[config.mk]
export PLATFORM = sky130hd
export DESIGN_NAME = wb_stage
export DESIGN_NICKNAME = d
export VERILOG_FILES = /design/src/rtl/wb_stage_pkg.sv /design/src/rtl/wb_excep_encode.sv /design/src/rtl/wb_stage.sv
export SDC_FILE = /design/constraint.sdc
export NUM_CORES = 1
export LEC_CHECK = 0
export CORE_AREA = 4 4 213 215
export CTS_BUF_LIST = sky130_fd_sc_hd__clkbuf_8 sky130_fd_sc_hd__clkbuf_16
export CTS_CLUSTER_SIZE = 30
export DETAILED_ROUTE_END_ITERATION = 7
export DIE_AREA = 0 0 217 219
export PLACE_DENSITY_LB_ADDON = 0.25
export SETUP_SLACK_MARGIN = 0.5
export SYNTH_ARGS = -nofsm -noshare
export SYNTH_HDL_FRONTEND = slang
export SYNTH_HIERARCHICAL = 1
export SYNTH_SLANG_ARGS = --single-unit
export TNS_END_PERCENT = 20
[constraint.sdc]
create_clock -name clk -period 1.65 [get_ports clk]
set_input_delay 0.33 -clock clk [delete_from_list [all_inputs] [get_ports clk]]
set_output_delay 0.33 -clock clk [all_outputs]
set_load 0.05 [all_outputs]
[src/rtl/wb_stage_pkg.sv]
// rtl/wb_stage_pkg.sv - shared widths, exception codes, tlb_op bit indices and MEM->WB payload layout
package wb_stage_pkg;

    localparam int MEM_TO_WB_BUS_W = 211;
    localparam int WB_TO_ID_BUS_W  = 38;

    localparam logic [5:0] ECODE_INT  = 6'h00;
    localparam logic [5:0] ECODE_ADEF = 6'h08;
    localparam logic [5:0] ECODE_ALE  = 6'h09;
    localparam logic [5:0] ECODE_SYS  = 6'h0B;
    localparam logic [5:0] ECODE_BRK  = 6'h0C;
    localparam logic [5:0] ECODE_INE  = 6'h0D;

    localparam int TLB_OP_INV  = 0;
    localparam int TLB_OP_RD   = 1;
    localparam int TLB_OP_FILL = 2;
    localparam int TLB_OP_WR   = 3;
    localparam int TLB_OP_SRCH = 4;

    // Field order is the wire order of mem_to_wb_bus, MSB first
    typedef struct packed {
        logic        rf_we;
        logic [4:0]  rf_waddr;
        logic [31:0] rf_wdata;
        logic [31:0] pc;
        logic        read_tid;
        logic        csr_re;
        logic        csr_we;
        logic [13:0] csr_num;
        logic [31:0] csr_wmask;
        logic [31:0] csr_wvalue;
        logic        ertn;
        logic        excep_en;
        logic        exc_adef;
        logic        exc_sys;
        logic        exc_ale;
        logic        exc_brk;
        logic        exc_ine;
        logic        exc_int;
        logic [8:0]  esubcode;
        logic [31:0] vaddr;
        logic [4:0]  tlb_op;
        logic        srch_conflict;
        logic [4:0]  tlbsrch_res;
    } mem_to_wb_t;

endpackage

[src/rtl/wb_excep_encode.sv]
// rtl/wb_excep_encode.sv - priority encoder from exception flags to ecode/esubcode
module wb_excep_encode
    import wb_stage_pkg::*;
(
    input  logic       exc_adef,
    input  logic       exc_sys,
    input  logic       exc_ale,
    input  logic       exc_brk,
    input  logic       exc_ine,
    input  logic       exc_int,
    input  logic [8:0] esubcode_in,
    output logic [5:0] ecode,
    output logic [8:0] esubcode
);

    // Interrupt outranks fetch faults, which outrank decode and execute faults
    always_comb begin
        ecode = ECODE_INT;
        if (exc_int) begin
            ecode = ECODE_INT;
        end else if (exc_adef) begin
            ecode = ECODE_ADEF;
        end else if (exc_ine) begin
            ecode = ECODE_INE;
        end else if (exc_sys) begin
            ecode = ECODE_SYS;
        end else if (exc_brk) begin
            ecode = ECODE_BRK;
        end else if (exc_ale) begin
            ecode = ECODE_ALE;
        end
    end

    assign esubcode = esubcode_in;

endmodule

[src/rtl/wb_stage.sv]
// rtl/wb_stage.sv - write-back stage: RF/CSR/TLB commit, exception commit, flush; optional trace ports under WB_DEBUG_TRACE_EN
module wb_stage
    import wb_stage_pkg::*;
(
    input  logic                       clk,
    input  logic                       resetn,
    input  logic                       mem_to_wb_valid,
    input  logic [MEM_TO_WB_BUS_W-1:0] mem_to_wb_bus,
    output logic                       wb_allowin,
    output logic                       rf_we,
    output logic [4:0]                 rf_waddr,
    output logic [31:0]                rf_wdata,
    output logic [WB_TO_ID_BUS_W-1:0]  wb_to_id_bus,
    output logic                       csr_re,
    output logic [13:0]                csr_num,
    input  logic [31:0]                csr_rvalue,
    output logic                       csr_we,
    output logic [31:0]                csr_wmask,
    output logic [31:0]                csr_wvalue,
    output logic                       wb_ex,
    output logic [5:0]                 wb_ecode,
    output logic [8:0]                 wb_esubcode,
    output logic [31:0]                wb_pc,
    output logic [31:0]                wb_vaddr,
    output logic                       ertn_flush,
    output logic                       flush,
    output logic [31:0]                refetch_pc,
    output logic                       tlb_we,
    output logic                       tlb_fill,
    output logic                       tlb_rd,
    output logic                       tlb_srch_we,
    output logic [4:0]                 tlbsrch_res,
    input  logic [31:0]                tid_value
`ifdef WB_DEBUG_TRACE_EN
    ,
    output logic [31:0]                debug_wb_pc,
    output logic [3:0]                 debug_wb_rf_we,
    output logic [4:0]                 debug_wb_rf_wnum,
    output logic [31:0]                debug_wb_rf_wdata
`endif
);

    logic        wb_valid;
    logic        wb_ready_go;
    logic        wb_live;
    logic        wb_commit;
    mem_to_wb_t  pl;
    logic [4:0]  tlbsrch_q;
    logic        unused_bits;

    assign wb_ready_go = 1'b1;
    assign wb_allowin  = ~wb_valid | wb_ready_go;

    // A held instruction may only touch architectural state while reset is released
    assign wb_live   = wb_valid & resetn;
    assign wb_commit = wb_live & ~pl.excep_en;

    // Stage valid: flush retires the current instruction and drops whatever arrives with it
    always_ff @(posedge clk) begin
        if (!resetn) begin
            wb_valid <= 1'b0;
        end else if (flush) begin
            wb_valid <= 1'b0;
        end else if (wb_allowin) begin
            wb_valid <= mem_to_wb_valid;
        end
    end

    // Payload register captures a new instruction on every accepted handshake
    always_ff @(posedge clk) begin
        if (!resetn) begin
            pl <= '0;
        end else if (mem_to_wb_valid & wb_allowin) begin
            pl <= mem_to_wb_bus;
        end
    end

    // TLBSRCH result is architecturally visible until the next committed search
    always_ff @(posedge clk) begin
        if (!resetn) begin
            tlbsrch_q <= '0;
        end else if (tlb_srch_we) begin
            tlbsrch_q <= pl.tlbsrch_res;
        end
    end

    // Register-file write data: rdcntid beats csrrd beats the ALU/load result
    always_comb begin
        rf_wdata = pl.rf_wdata;
        if (pl.read_tid) begin
            rf_wdata = tid_value;
        end else if (pl.csr_re) begin
            rf_wdata = csr_rvalue;
        end
    end

    assign rf_we        = wb_live & pl.rf_we & ~pl.excep_en;
    assign rf_waddr     = pl.rf_waddr;
    assign wb_to_id_bus = {pl.rf_we & wb_valid, pl.rf_waddr, rf_wdata};

    assign csr_re     = wb_commit & pl.csr_re;
    assign csr_num    = pl.csr_num;
    assign csr_we     = wb_commit & pl.csr_we;
    assign csr_wmask  = pl.csr_wmask;
    assign csr_wvalue = pl.csr_wvalue;

    assign wb_ex      = wb_live & pl.excep_en;
    assign wb_pc      = pl.pc;
    assign wb_vaddr   = pl.vaddr;
    assign ertn_flush = wb_commit & pl.ertn;

    assign tlb_we      = wb_commit & pl.tlb_op[TLB_OP_WR];
    assign tlb_fill    = wb_commit & pl.tlb_op[TLB_OP_FILL];
    assign tlb_rd      = wb_commit & pl.tlb_op[TLB_OP_RD];
    assign tlb_srch_we = wb_commit & pl.tlb_op[TLB_OP_SRCH];
    assign tlbsrch_res = tlbsrch_q & {5{resetn}};

    assign flush      = wb_live & (pl.excep_en | pl.ertn | (|pl.tlb_op[3:0]));
    assign refetch_pc = pl.pc + 32'd4;

    // Search-conflict status is consumed by the CSR file elsewhere, not by this stage
    assign unused_bits = pl.srch_conflict;

    wb_excep_encode u_excep_encode (
        .exc_adef    (pl.exc_adef & wb_live),
        .exc_sys     (pl.exc_sys  & wb_live),
        .exc_ale     (pl.exc_ale  & wb_live),
        .exc_brk     (pl.exc_brk  & wb_live),
        .exc_ine     (pl.exc_ine  & wb_live),
        .exc_int     (pl.exc_int  & wb_live),
        .esubcode_in (pl.esubcode),
        .ecode       (wb_ecode),
        .esubcode    (wb_esubcode)
    );

`ifdef WB_DEBUG_TRACE_EN
    assign debug_wb_pc       = pl.pc;
    assign debug_wb_rf_we    = {4{rf_we}};
    assign debug_wb_rf_wnum  = pl.rf_waddr;
    assign debug_wb_rf_wdata = rf_wdata;
`endif

endmodule

# Yosys cells after proc, flatten, opt, wreduce, memory -nomap -nowiden

Index checks and enable logic that the tools add are counted.

Register bits: 216
Bits of input ports: 278
Logic and storage cells: 60

$add $sub $neg: 1
Multiplexer cells: 8
Bitwise operators: 25
Reductions and logical operators: 2

Operator list:

| kind                                                            | number |
|---|---|
| 32-bit two-way mux                                              | 2 |
| 32-bit by 3-bit adder with 32-bit output, second input constant | 1 |
| 6-bit two-way mux                                               | 5 |
| 1-bit bitwise AND                                               | 20 |
| 5-bit bitwise AND                                               | 1 |
| 4-bit two-way mux                                               | 1 |
| 4-bit OR reduction                                              | 1 |
| 1-bit NOT                                                       | 2 |
| 1-bit OR                                                        | 2 |
| 2-bit OR reduction                                              | 1 |

# Longest topological paths before layout

Word-level depth: 8
Depth in mapped cells: 6

# Hierarchy

The synthesis kept the hierarchy.

Modules (own cells, without submodules):

| module          | times used | cells each | area each (um2) | sequential area each (um2) |
|---|---|---|---|---|
| wb_stage        | 1          | 1114       | 10983.0         | 4324.1 |
| wb_excep_encode | 1          | 21         | 150.1           | 0.0 |

# Least setup slack after synthesis

No wires, ideal clock.

Kind: reg2out
From: register pl[139] (netlist bit)
To: output wb_to_id_bus[10]
Data arrival time: 2.459 ns
Required time: 1.320 ns
Path slack: -1.139 ns
Stages on the path, launching flop included: 6
Path buffers: 3
Cell sequence: dfxtp_1 > clkbuf_1 > buf_2 > mux2i_1 > o21ai_0 > buf_4

Word-level cells in the longest chain between the ends: 2

RTL lines:

| element                | line           | source |
|---|---|---|
| start, declared        | wb_stage.sv:47 | `mem_to_wb_t pl;` |
| start signal, assigned | wb_stage.sv:74 | `pl <= mem_to_wb_bus;` |
| 32-bit two-way mux     | wb_stage.sv:92 | `end else if (pl.csr_re) begin` |
| 32-bit two-way mux     | wb_stage.sv:90 | `if (pl.read_tid) begin` |
| end, declared          | wb_stage.sv:13 | `output logic [WB_TO_ID_BUS_W-1:0] wb_to_id_bus,` |

Every way passes these cells.

# Final worst setup path

From: register pl, in the netlist wb_pc[2]
To: output refetch_pc[26]

Word-level cells in the longest chain between the ends: 1

RTL lines:

| element                                  | line            | source |
|---|---|---|
| 32-bit by 3-bit adder with 32-bit output | wb_stage.sv:119 | `assign refetch_pc = pl.pc + 32'd4;` |
| end, declared                            | wb_stage.sv:27  | `output logic [31:0] refetch_pc,` |

Every way passes these cells.

==> metrics.txt <==
Die ar.=47520 um^2; max cap viols=0; PwrDens=823.7 nW/um^2; Max clock buf depth=3; Gate power share=32.9%; Cell Rows=77; crit-path max cell delay=0.38 ns; post-synth top area cell=dfxtp_1; synthesized area=11130 um^2; DRT Wirelength=42080 um; Tmin final=2.641 ns; IO Pins=558; Worst Hold Class=in2reg; ANT nets after route=0; fin nets=1851; clock buffer count from CTS=26; root buf cell=clkbuf_16; CP top delay family=simple AND/OR/NAND/NOR gates; first-pass GRT wire length=61310 um; fmax=378.7 MHz; crit path DAT=2.31 ns; Seq cells post-synth=216; core box area=43740 um^2; Primary FF master, synth=dfxtp_1; asr flop ratio synth=0%; Die X=217 um; GPL Wtd Cong=0.8175; Starting Density=25.45%; peak supply drop=0.0006449 V; placed insts=2110; drt drc=0; leakage=9.048 nW; outcome=finished, violations left; layout cells sized above 1=47.49%; DR WL/cell=19.26 um; drt pass-1 iters=4; DRT iter0 DRCs=230; Syn Inst Count=1135; CP required=1.32 ns; CP bufs+invs=2; vias in the first global route=9876; via count=9099; input/output buffers=553; Min Hold Slack=0.1325 ns; placed cell area=18180 um^2; area grow syn2layout=94.58%; grt total ovfl=0; Worst Path Max Fanout=6; Setup TNS Final=-55.35 ns; Clock Skew=0.004172 ns; worst slack, placed=-0.5721 ns; htree depth=1; register area=4572 um^2; Setup-failing EPs final=107; Clk Latency, worst-skew pair=0.54 ns; Sw Ratio=31.16%; CP max-delay cell=or3_4; Yosys cell types=43; critical path class=reg2out; largest net degree at the start of global routing=100; Critical Path End Type=output pin; Post-CTS Hold Buffers=0; DIE HEIGHT=219 um; most numerous cell on the critical path=buf_12; top post-synthesis cells by area=dfxtp_1, mux2i_1, buf_4; DR vias/cell=4.164; Clock Sinks=216; violated checks=setup timing; Flop pwr share=32.8%; TritonCTS clock tree=done; clock power share=34.3%; detailed placement HPWL=31300 um; NetSw=5.560 mW; Post-synth EDFFs=0; GR Util All Layers=16.66%; RSZ-0062 raised after global routing=true; Util after Layout=49.53%; Worst Slack Setup Final=-0.9906 ns; Multi-input gate area=6344 um^2; sequential fraction of the synthesis area=38.84%; final cell count without fillers=2185; fillcell total=3862; syn avg cell area=9.809 um^2; clock-pin slew on the worst setup and hold paths=0.06 ns; crit path launch type=register; Pins Over Slew Limit=0; Final Hold Fails=0; overall power=17.84 mW; Final Instance Area=21660 um^2; area fraction of the dominant cell type after synthesis=38.84%; Tcrit/Tclk final=160.0%; Synth warnings=6; CP Cell Sequence=ha_4 > nand3_2 > or3_4 > buf_12 > nor4_4 > xor2_4 > buf_12; antenna violations before repair=3; Pint=12.28 mW
## flip-flops by register name (all words and copies together) (netlist names)
name	count
csr_wmask	32
pl	63
wb_vaddr	32
tlbsrch_q	5
csr_num	14
rf_waddr	5
wb_pc	32
wb_valid	1
csr_wvalue	32
## cells in the mapped netlist (2+ instances only)
master      n
mux2i_1   242
dfxtp_1   216
nor2b_1   211
buf_4     199
nand2_1    47
clkbuf_1   36
o21ai_0    32
buf_2      25
xor2_1     21
and2_1     14
nand3_1    13
and3_1      8
nor2_1      8
inv_1       7
nor4_2      7
xnor2_1     7
a21boi_0    4
and4_1      3
buf_6       3
nor3_1      3
nor4_4      3
conb_1      2
nand4_1     2
nor3_2      2
nor4_1      2
## repair_timing
action / in CTS / in global routing
setup buffers: 12 / 8
pin swaps: 30 / 40
endpoints found under the hold margin: 0 / 0
gates resized for setup: 570 / 64
setup endpoints to repair: 283 / 283
gates cloned: 5 / 1
## layout make-up
class / count / share of cell area (%)
Multi-Input combinational cell: 649 / 29.28
Antenna cell: 1 / 0.01155
Clock inverter: 10 / 0.4447
Inverter: 7 / 0.1328
Tap cell: 592 / 3.419
Sequential cell: 216 / 21.10
Timing Repair Buffer: 672 / 41.73
Clock buffer: 38 / 3.870
## cell usage in the layout (no fill, tap or decap), drive strengths merged, types with 12 or more instances in the layout
cell           netlist  final
nor4                12     12
clkdlybuf4s50        0    274
xor2                21     21
dfxtp              216    216
buf                227    396
nand3               14     14
clkbuf              37     40
mux2i              242    242
nand2               48     48
and2                14     14
o21ai               32     32
nor2b              211    211
inv                  7     12
## power by group through the flow
stage | registers [mW] | logic, mW | clock network (mW)
after global placement | 5.81 | 5.29 | 0
final | 5.86 | 5.86 | 6.12
after CTS | 5.85 | 5.85 | 6.32
after global routing | 5.89 | 6.09 | 6.54
after floorplan | 5.80 | 3.26 | 0
after detailed placement | 5.82 | 5.31 | 0
## cell families (layout without fill, tap and decap cells)
logic type                 Yosys count  in the layout  synth area share [%]
other                                2              4               0.06746
adders and majority gates            1              1                0.1124
muxes                              242            242                 21.76
buffers and inverters              271            727                 16.34
AOI/OAI and AO/OA                   41             41                 2.079
and+or+nand+nor                    334            334                 18.60
xor gates and xnor gates            28             28                 2.203
DFF                                216            216                 38.84
## worst paths after layout
path | cells past startpoint | slack [ns] | to | startpoint
min reg2reg | 2 | 0.45 | tlbsrch_q[2] | tlbsrch_q[2]
min | 2 | 0.13 | csr_num[13] | resetn
max reg2reg | 3 | 0.31 | wb_valid | pl[58]
max | 7 | -0.99 | refetch_pc[26] | wb_pc[2]
## per-layer routing
metal,GRT usage (%),wire length [um],vias up
li1,-,-,4431
met1,18.91,15710,4278
met2,30.34,22130,328
met3,4.916,3165,58
met4,4.791,1056,4
met5,0,27,-
## worst reg2reg max path: stages (launching register included)
cell and delay [ns]:
dfxtp_2 0.32, or4_1 0.51, o311a_1 0.35, nor2_1 0.09
Power figures use the tool's default switching activity.
